==> src/rtl/legv8_microsequencer.sv <==
// ============================================================================
//  Module   : legv8_microsequencer
//  Purpose  : Multi-cycle control sequencer for the LEGv8 datapath with
//             memory. Accepts one decoded operation per valid/ready handshake
//             and drives a registered 32-bit control word and 64-bit constant
//             for each step: ALU ops take one step, loads/stores take two
//             (address into a scratch register, then the memory access).
//  Options  : USEQ_FLAGS_EN - adds the latched {V,C,N,Z} flag register and
//             the flags output port.
//  Revision : 1.0 - initial release
// ============================================================================
`default_nettype none

module legv8_microsequencer #(
  parameter logic [4:0] SCRATCH_REG = 5'd7,
  parameter logic [4:0] ZERO_REG    = 5'd31
) (
  input  logic        clock,
  input  logic        reset,
  input  logic        req_valid,
  output logic        req_ready,
  input  logic [2:0]  req_op,
  input  logic [4:0]  req_fs,
  input  logic        req_c0,
  input  logic [4:0]  req_rd,
  input  logic [4:0]  req_rn,
  input  logic [4:0]  req_rm,
  input  logic [63:0] req_imm,
  input  logic        req_setflags,
  input  logic [3:0]  status,
  output logic [31:0] control_word,
  output logic [63:0] constant,
  output logic        busy,
  output logic        done,
  output logic        illegal
`ifdef USEQ_FLAGS_EN
  ,
  output logic [3:0]  flags
`endif
);

  // Operation encodings presented by the decoder
  localparam logic [2:0] OP_NOP   = 3'b000;
  localparam logic [2:0] OP_ALU_R = 3'b001;
  localparam logic [2:0] OP_ALU_I = 3'b010;
  localparam logic [2:0] OP_LOAD  = 3'b011;
  localparam logic [2:0] OP_STORE = 3'b100;

  // Fixed datapath function selects used by the memory sequence
  localparam logic [4:0] FS_ADD   = 5'b01000;
  localparam logic [4:0] FS_PASSB = 5'b00100;
  localparam logic [1:0] SIZE_DW  = 2'b11;
  localparam logic [2:0] SRC_NONE = 3'b000;
  localparam logic [2:0] SRC_ST   = 3'b001;
  localparam logic [2:0] SRC_LD   = 3'b010;

  typedef enum logic [1:0] {
    ST_IDLE = 2'd0,
    ST_EXEC = 2'd1,
    ST_ADDR = 2'd2,
    ST_MEM  = 2'd3
  } state_t;

  state_t      state, state_next;
  logic [31:0] cw_next;
  logic [63:0] const_next;
  logic        done_next;
  logic        illegal_next;
  logic        accept;

  // Fields still needed after the first step of a load/store
  logic [4:0]  hold_rd, hold_rd_next;
  logic        hold_store, hold_store_next;
  logic        hold_setflags, hold_setflags_next;

  // Assemble a control word from its named fields
  function automatic logic [31:0] pack_cw(
    input logic [4:0] da,
    input logic [4:0] sa,
    input logic [4:0] sb,
    input logic       rw,
    input logic       bs,
    input logic [4:0] fs,
    input logic       c0,
    input logic       en_b,
    input logic       en_alu,
    input logic       mw,
    input logic       en_mem,
    input logic [1:0] size,
    input logic [2:0] src
  );
    return {src, size, en_mem, mw, en_alu, en_b, c0, fs, bs, rw, sb, sa, da};
  endfunction

  // The only step that cannot take a new request is ADDR; reset blocks intake
  assign req_ready = ~reset & (state != ST_ADDR);
  assign accept    = req_valid & req_ready;
  assign busy      = (state != ST_IDLE);

  // Next state and next registered outputs
  always_comb begin
    state_next         = ST_IDLE;
    cw_next            = 32'd0;
    const_next         = 64'd0;
    done_next          = 1'b0;
    illegal_next       = 1'b0;
    hold_rd_next       = hold_rd;
    hold_store_next    = hold_store;
    hold_setflags_next = 1'b0;

    if (accept) begin
      case (req_op)
        OP_ALU_R: begin
          state_next         = ST_EXEC;
          done_next          = 1'b1;
          hold_setflags_next = req_setflags;
          cw_next = pack_cw(req_rd, req_rn, req_rm, 1'b1, 1'b0, req_fs, req_c0,
                            1'b0, 1'b1, 1'b0, 1'b0, 2'b00, SRC_NONE);
        end
        OP_ALU_I: begin
          state_next         = ST_EXEC;
          done_next          = 1'b1;
          hold_setflags_next = req_setflags;
          const_next         = req_imm;
          cw_next = pack_cw(req_rd, req_rn, 5'd0, 1'b1, 1'b1, req_fs, req_c0,
                            1'b0, 1'b1, 1'b0, 1'b0, 2'b00, SRC_NONE);
        end
        OP_LOAD, OP_STORE: begin
          // Address step: SCRATCH_REG <= Rn + imm
          state_next      = ST_ADDR;
          const_next      = req_imm;
          hold_rd_next    = req_rd;
          hold_store_next = (req_op == OP_STORE);
          cw_next = pack_cw(SCRATCH_REG, req_rn, 5'd0, 1'b1, 1'b1, FS_ADD, 1'b0,
                            1'b0, 1'b1, 1'b0, 1'b0, 2'b00, SRC_NONE);
        end
        OP_NOP: begin
          state_next = ST_IDLE;
        end
        default: begin
          state_next   = ST_IDLE;
          illegal_next = 1'b1;
        end
      endcase
    end else if (state == ST_ADDR) begin
      // Memory step uses only the captured fields, never the live request
      state_next = ST_MEM;
      done_next  = 1'b1;
      if (hold_store) begin
        cw_next = pack_cw(5'd0, SCRATCH_REG, hold_rd, 1'b0, 1'b0, FS_PASSB, 1'b0,
                          1'b1, 1'b0, 1'b1, 1'b1, SIZE_DW, SRC_ST);
      end else begin
        cw_next = pack_cw(hold_rd, SCRATCH_REG, ZERO_REG, 1'b1, 1'b0, FS_PASSB, 1'b0,
                          1'b1, 1'b0, 1'b0, 1'b1, SIZE_DW, SRC_LD);
      end
    end
  end

  // State, holding register and registered outputs
  always_ff @(posedge clock) begin
    if (reset) begin
      state         <= ST_IDLE;
      control_word  <= 32'd0;
      constant      <= 64'd0;
      done          <= 1'b0;
      illegal       <= 1'b0;
      hold_rd       <= 5'd0;
      hold_store    <= 1'b0;
      hold_setflags <= 1'b0;
    end else begin
      state         <= state_next;
      control_word  <= cw_next;
      constant      <= const_next;
      done          <= done_next;
      illegal       <= illegal_next;
      hold_rd       <= hold_rd_next;
      hold_store    <= hold_store_next;
      hold_setflags <= hold_setflags_next;
    end
  end

`ifdef USEQ_FLAGS_EN
  // Status is latched at the edge that ends an EXEC step which asked for it
  always_ff @(posedge clock) begin
    if (reset) begin
      flags <= 4'd0;
    end else if ((state == ST_EXEC) && hold_setflags) begin
      flags <= status;
    end
  end
`else
  // Without the flag register the setflags request and status are ignored
  logic unused_flag_inputs;
  assign unused_flag_inputs = &{1'b0, status, hold_setflags};
`endif

endmodule

`default_nettype wire

==> config.mk <==
export PLATFORM = sky130hd
export DESIGN_NAME = legv8_microsequencer
export DESIGN_NICKNAME = d
export VERILOG_FILES = /design/src/rtl/legv8_microsequencer.sv
export SDC_FILE = /design/constraint.sdc
export NUM_CORES = 1
export LEC_CHECK = 0
export BUFFER_PORTS_ARGS = -buffer_cell sky130_fd_sc_hd__buf_2
export CAP_MARGIN = 10
export CORE_MARGIN = 2
export CORE_UTILIZATION = 45
export DETAILED_ROUTE_END_ITERATION = 6
export GPL_TIMING_DRIVEN = 0
export HOLD_SLACK_MARGIN = 0.15
export PLACE_DENSITY = 0.83
export SYNTH_ARGS = -nofsm -noshare
export SYNTH_HDL_FRONTEND = slang
export SYNTH_SLANG_ARGS = --single-unit
==> constraint.sdc <==
create_clock -name clock -period 3.2 [get_ports clock]
set_input_delay 0 -clock clock [delete_from_list [all_inputs] [get_ports clock]]
set_output_delay 0 -clock clock [all_outputs]
set_load 0.01 [all_outputs]
## Word level (Yosys, flattened, before mapping)

Cells that the tools add are included.

- Logic and storage cells: 38
- Flip-flop bits (word level): 106
- Input port bits: 96

- Multiplexer cells: 11
- Reduce and logical (&&, ||, !) cells: 9
- Equal/unequal tests: 6
- Bitwise gates (word level): 5

Operators by type and width:

| kind | count |
|---|---|
| one-hot mux 25 bit (3 select lines) | 1 |
| 2-to-1 mux 31 bit | 2 |
| 2-to-1 mux 32 bit | 1 |
| == test 3 x 2 -> 1 bit (second input constant) | 2 |
| OR reduction 2 bit | 3 |
| OR reduction 3 bit | 2 |
| OR reduction 5 bit | 1 |
| 2-to-1 mux 1 bit | 4 |
| 2-to-1 mux 2 bit | 2 |
| one-hot mux 2 bit (2 select lines) | 1 |
| == test 3 x 1 -> 1 bit (second input constant) | 1 |
| == test 3 bit (second input constant) | 1 |
| logical NOT 3 bit | 1 |
| NOT 1 bit | 3 |
| bitwise AND 1 bit | 2 |
| == test 2 bit (second input constant) | 1 |
| != test 2 bit (second input constant) | 1 |
| AND reduction 2 bit | 1 |
| nonzero test 2 bit | 1 |

## Depth between registers and ports, before layout

- Word-level depth: 5
- Depth in mapped cells: 6

## Least setup slack after synthesis

OpenSTA, ideal clock, no wires.

- Path type: flip-flop to flip-flop
- Start: register state[1]
- End: register control_word[3]
- Path slack: 1.762 ns
- Period minus slack after synthesis: 1.438 ns
- Buffers on the path: 1
- Cell stages (with the launch flop): 5
- Arrival: 1.320 ns
- Cells stage by stage: dfxtp_1 > nor2b_1 > nor3_1 > clkbuf_1 > a32o_1

- Longest elaborated chain between the ends: 4

RTL lines:

| item | line | source |
|---|---|---|
| from (decl) | 64 | `state_t state, state_next;` |
| from (signal assigned) | 171 | `state <= state_next;` |
| != test 2 bit | 96 | `assign req_ready = ~reset & (state != ST_ADDR);` |
| bitwise AND 1 bit | 96 |  |
| bitwise AND 1 bit | 97 | `assign accept = req_valid & req_ready;` |
| 2-to-1 mux 32 bit * | 111 | `if (accept) begin` |
| to (signal assigned) | 172 | `control_word <= cw_next;` |
| to (decl) | 31 | `output logic [31:0] control_word,` |

Mark *: on every way between the ends. The rest lies on a longest branch, timed or not.
A chain may end at the register's enable or synchronous reset.

## Worst setup path in the final report

- Start: register state[1]
- End: register control_word[19]

The elaborated chain is that of the path after synthesis.

==> run summary <==
RSZ-0062 raised after global routing = false
Routed wire per std cell = 16.6 um
Reg2reg setup slack = 0.90 ns
Remaining DRCs = 0
Die Wd = 88.2 um
Critical path, cell by cell = nor2b_1, nor3_1, clkbuf_1, a41o_1, dlygate4sd3_1
Crit path arrival time = 2.54 ns
Total track usage = 27.9%
Row cnt = 30
Crit path required time = 3.44 ns
Vias per inst = 4.69
Resize count post-CTS = 0
Hold-fix buffers, CTS = 95
Crit path capture = control_word[19]
Combinational Power Share = 12.6%
TritonRoute pass-1 iters = 4
Initial core utilization = 46.7%
Seq/Total Area, Yosys = 64.0%
Setup TNS = 0 ns
CP bufs+invs = 2
Clock buffer depth = 2
Slew Limit Fails = 0
Full die area = 7780 um2
Synth area leaders = dfxtp_1 (64%), and2_1 (13%), buf_6 (2.1%), mux2_2 (1.8%), a2111oi_4 (1.7%)
Initial DRC count = 83
Leakage power = 2.78 nW
Most frequently used flop master after synthesis = dfxtp_1
Seq pwr share = 53.7%
Worst Reg-to-Reg Cells = 5
Count of different cell masters after synthesis = 36
Ys async rst share = 0%
# setup viols final = 0
Setup crit end kind = flip-flop
Root Driver = clkbuf_8
Worst-path clk slew = 0.10 ns
Hold WC Path Type = in -> reg
F_max = 434 MHz
Int Power = 1.86 mW
Worst Skew = 0.0168 ns
Finished Cell Area = 5410 um2
Worst-skew pair later-pin latency = 0.36 ns
GPL Wtd Cong = 0.843
I/O Pins = 196
Post-route ant nets = 0
Startpoint types = flip-flop
Syn nets = 363
Post-Syn Area = 3190 um2
Area grow syn2layout = 69.8%
Initial antenna violation count = 0
Layout cells sized above 1 = 40.5%
Reg2reg end = control_word[19]
H-tree levels = 3
DP Wirelength = 6.08 mm
Crit-path leading delay family = buffers and inverters
Core area = 6830 um2
Synthesized instance count = 267
CTS tree = done
Hold Fails Final Rpt = 0
Nets = 657
Crit-path max FO = 10
CP startpoint = state[1]
Vias in the first global route = 3282
First-pass GRT wire length = 16.3 mm
Post-synth top cells = dfxtp_1 (102), and2_1 (67), nor2b_1 (8), nand2b_1 (7)
Die Y = 88.2 um
Most frequent cell after synthesis = dfxtp_1
Largest net degree at the start of global routing = 19
WP depth = 5
Sink Count = 102
Total grt overflow = 0
Status = complete, no violations
Post-CTS Setup Bufs = 0
Syn Area/Cell = 11.9 um2
# port buffers = 188
P_sw = 0.600 mW
Worst setup path class = reg -> reg
RR Startpoint = state[1]
Post-DP Area = 4250 um2
Via count = 3114
Slew @ Worst Pin = 0.876 ns
Critical Path Slowest Stage Cell = dlygate4sd3_1
Max-cap violation count = 0
Rel. slew slack = 41.1%
Net Sw Frac = 24.4%
Final Cycle Share = 71.9%
Clock Power Share = 33.8%
Num CTS Buffers = 9
Area leader, netlist = dfxtp_1
Power Dens Cells = 454 nW/um2
Tmin final = 2.30 ns
Hold slack = 0.164 ns
Post-synth EDFFs = 0
Crit-path max cell delay = 0.54 ns
Synth warn = 0
Worst VDD drop = 0.272 mV
Post-Route WL = 11.0 mm
Flops & latches, synth = 102
Post-synth top area share = 64.0%
final cells by class:
class / count / area (um2)
fill: 436 / 1420
antenna: 2 / 5.00
buffer: 17 / 126
clock buffer: 9 / 124
timing repair buffer: 283 / 1890
sequential: 102 / 2040
multi-input combinational: 143 / 1000
clock inverter: 7 / 83.8
tap: 96 / 120
inverter: 5 / 18.8
worst register-to-register path, cell delays in order (launching register included):
cell	delay [ns]
dfxtp_1	0.39
nor2b_1	0.53
nor3_1	0.13
clkbuf_1	0.30
a41o_1	0.31
dlygate4sd3_1	0.54
per-layer routing:
metal	wire, um	GRT usage, %	vias up
li1	-	-	1460
met1	3820	28.0	1451
met2	5840	51.3	159
met3	908	8.86	44
met4	454	14.6	0
met5	0	0	-
through the flow:
step / setup WS, ns / total power [mW] / utilization, % / cells
global placement: 1.54 / 1.55 / 62.2 / 551
floorplan: 1.76 / 1.44 / - / 267
CTS: 0.953 / 2.45 / 79.2 / 662
finish: 0.898 / 2.46 / 79.2 / 664
detailed placement: 1.50 / 1.55 / 62.2 / 551
global route: 0.790 / 2.54 / 79.2 / 662
worst min-delay path by stage:
stage / start / endpoint / slack (ns) / cells past startpoint
6_report: req_op[0] / control_word[24] / 0.16 / 3
2_1_floorplan: reset / control_word[24] / 0.10 / 1
5_1_grt: req_op[0] / control_word[24] / 0.20 / 3
3_5_place_dp: req_rn[0] / control_word[5] / 0.20 / 2
4_1_cts: req_op[0] / control_word[24] / 0.15 / 3
3_3_place_gp: req_rn[1] / control_word[6] / 0.19 / 2
cell usage in the layout (no fill, tap or decap), types with 2 or more instances in the layout:
cell	netlist	final
a21o_1	5	5
a2111oi_4	2	2
nand2b_1	7	7
nand2_1	4	4
nor2b_1	8	8
buf_6	6	6
a22o_1	5	5
and2_1	67	67
or2_2	3	3
and3_1	6	6
a221oi_1	3	3
clkbuf_1	5	5
or3b_2	2	2
buf_2	2	190
buf_4	4	4
nor3b_1	2	2
nor2_1	3	3
clkbuf_8	0	9
dlygate4sd3_1	0	95
a32o_1	2	2
inv_1	5	5
diode_2	0	2
dfxtp_1	102	102
a21oi_1	3	3
mux2_2	5	5
clkinvlp_4	0	2
a31oi_1	3	3
power groups by stage:
stage	sequential, mW	clock [mW]	combinational, mW
2_1_floorplan	1.36	0	0.0765
3_5_place_dp	1.35	0	0.203
5_1_grt	1.32	0.889	0.333
4_1_cts	1.32	0.835	0.296
3_3_place_gp	1.35	0	0.199
6_report	1.32	0.830	0.309
cell families (layout without fill, tap and decap cells):
kind of cell	after synthesis	count (layout)	share of synthesized area, %
AO/OA/AOI/OAI	29	29	8.44
AND/OR/NAND/NOR	107	107	20.8
XOR/XNOR	1	1	0.275
buffers and inverters	22	321	4.55
other	1	3	0.118
multiplexers	5	5	1.77
flip-flops	102	102	64.0
state kept, by name, indices dropped and copies added (netlist names):
signal,count
constant,64
control_word,28
done,1
hold_rd,5
hold_store,1
illegal,1
state,2
(Power assumes the default switching activity.)
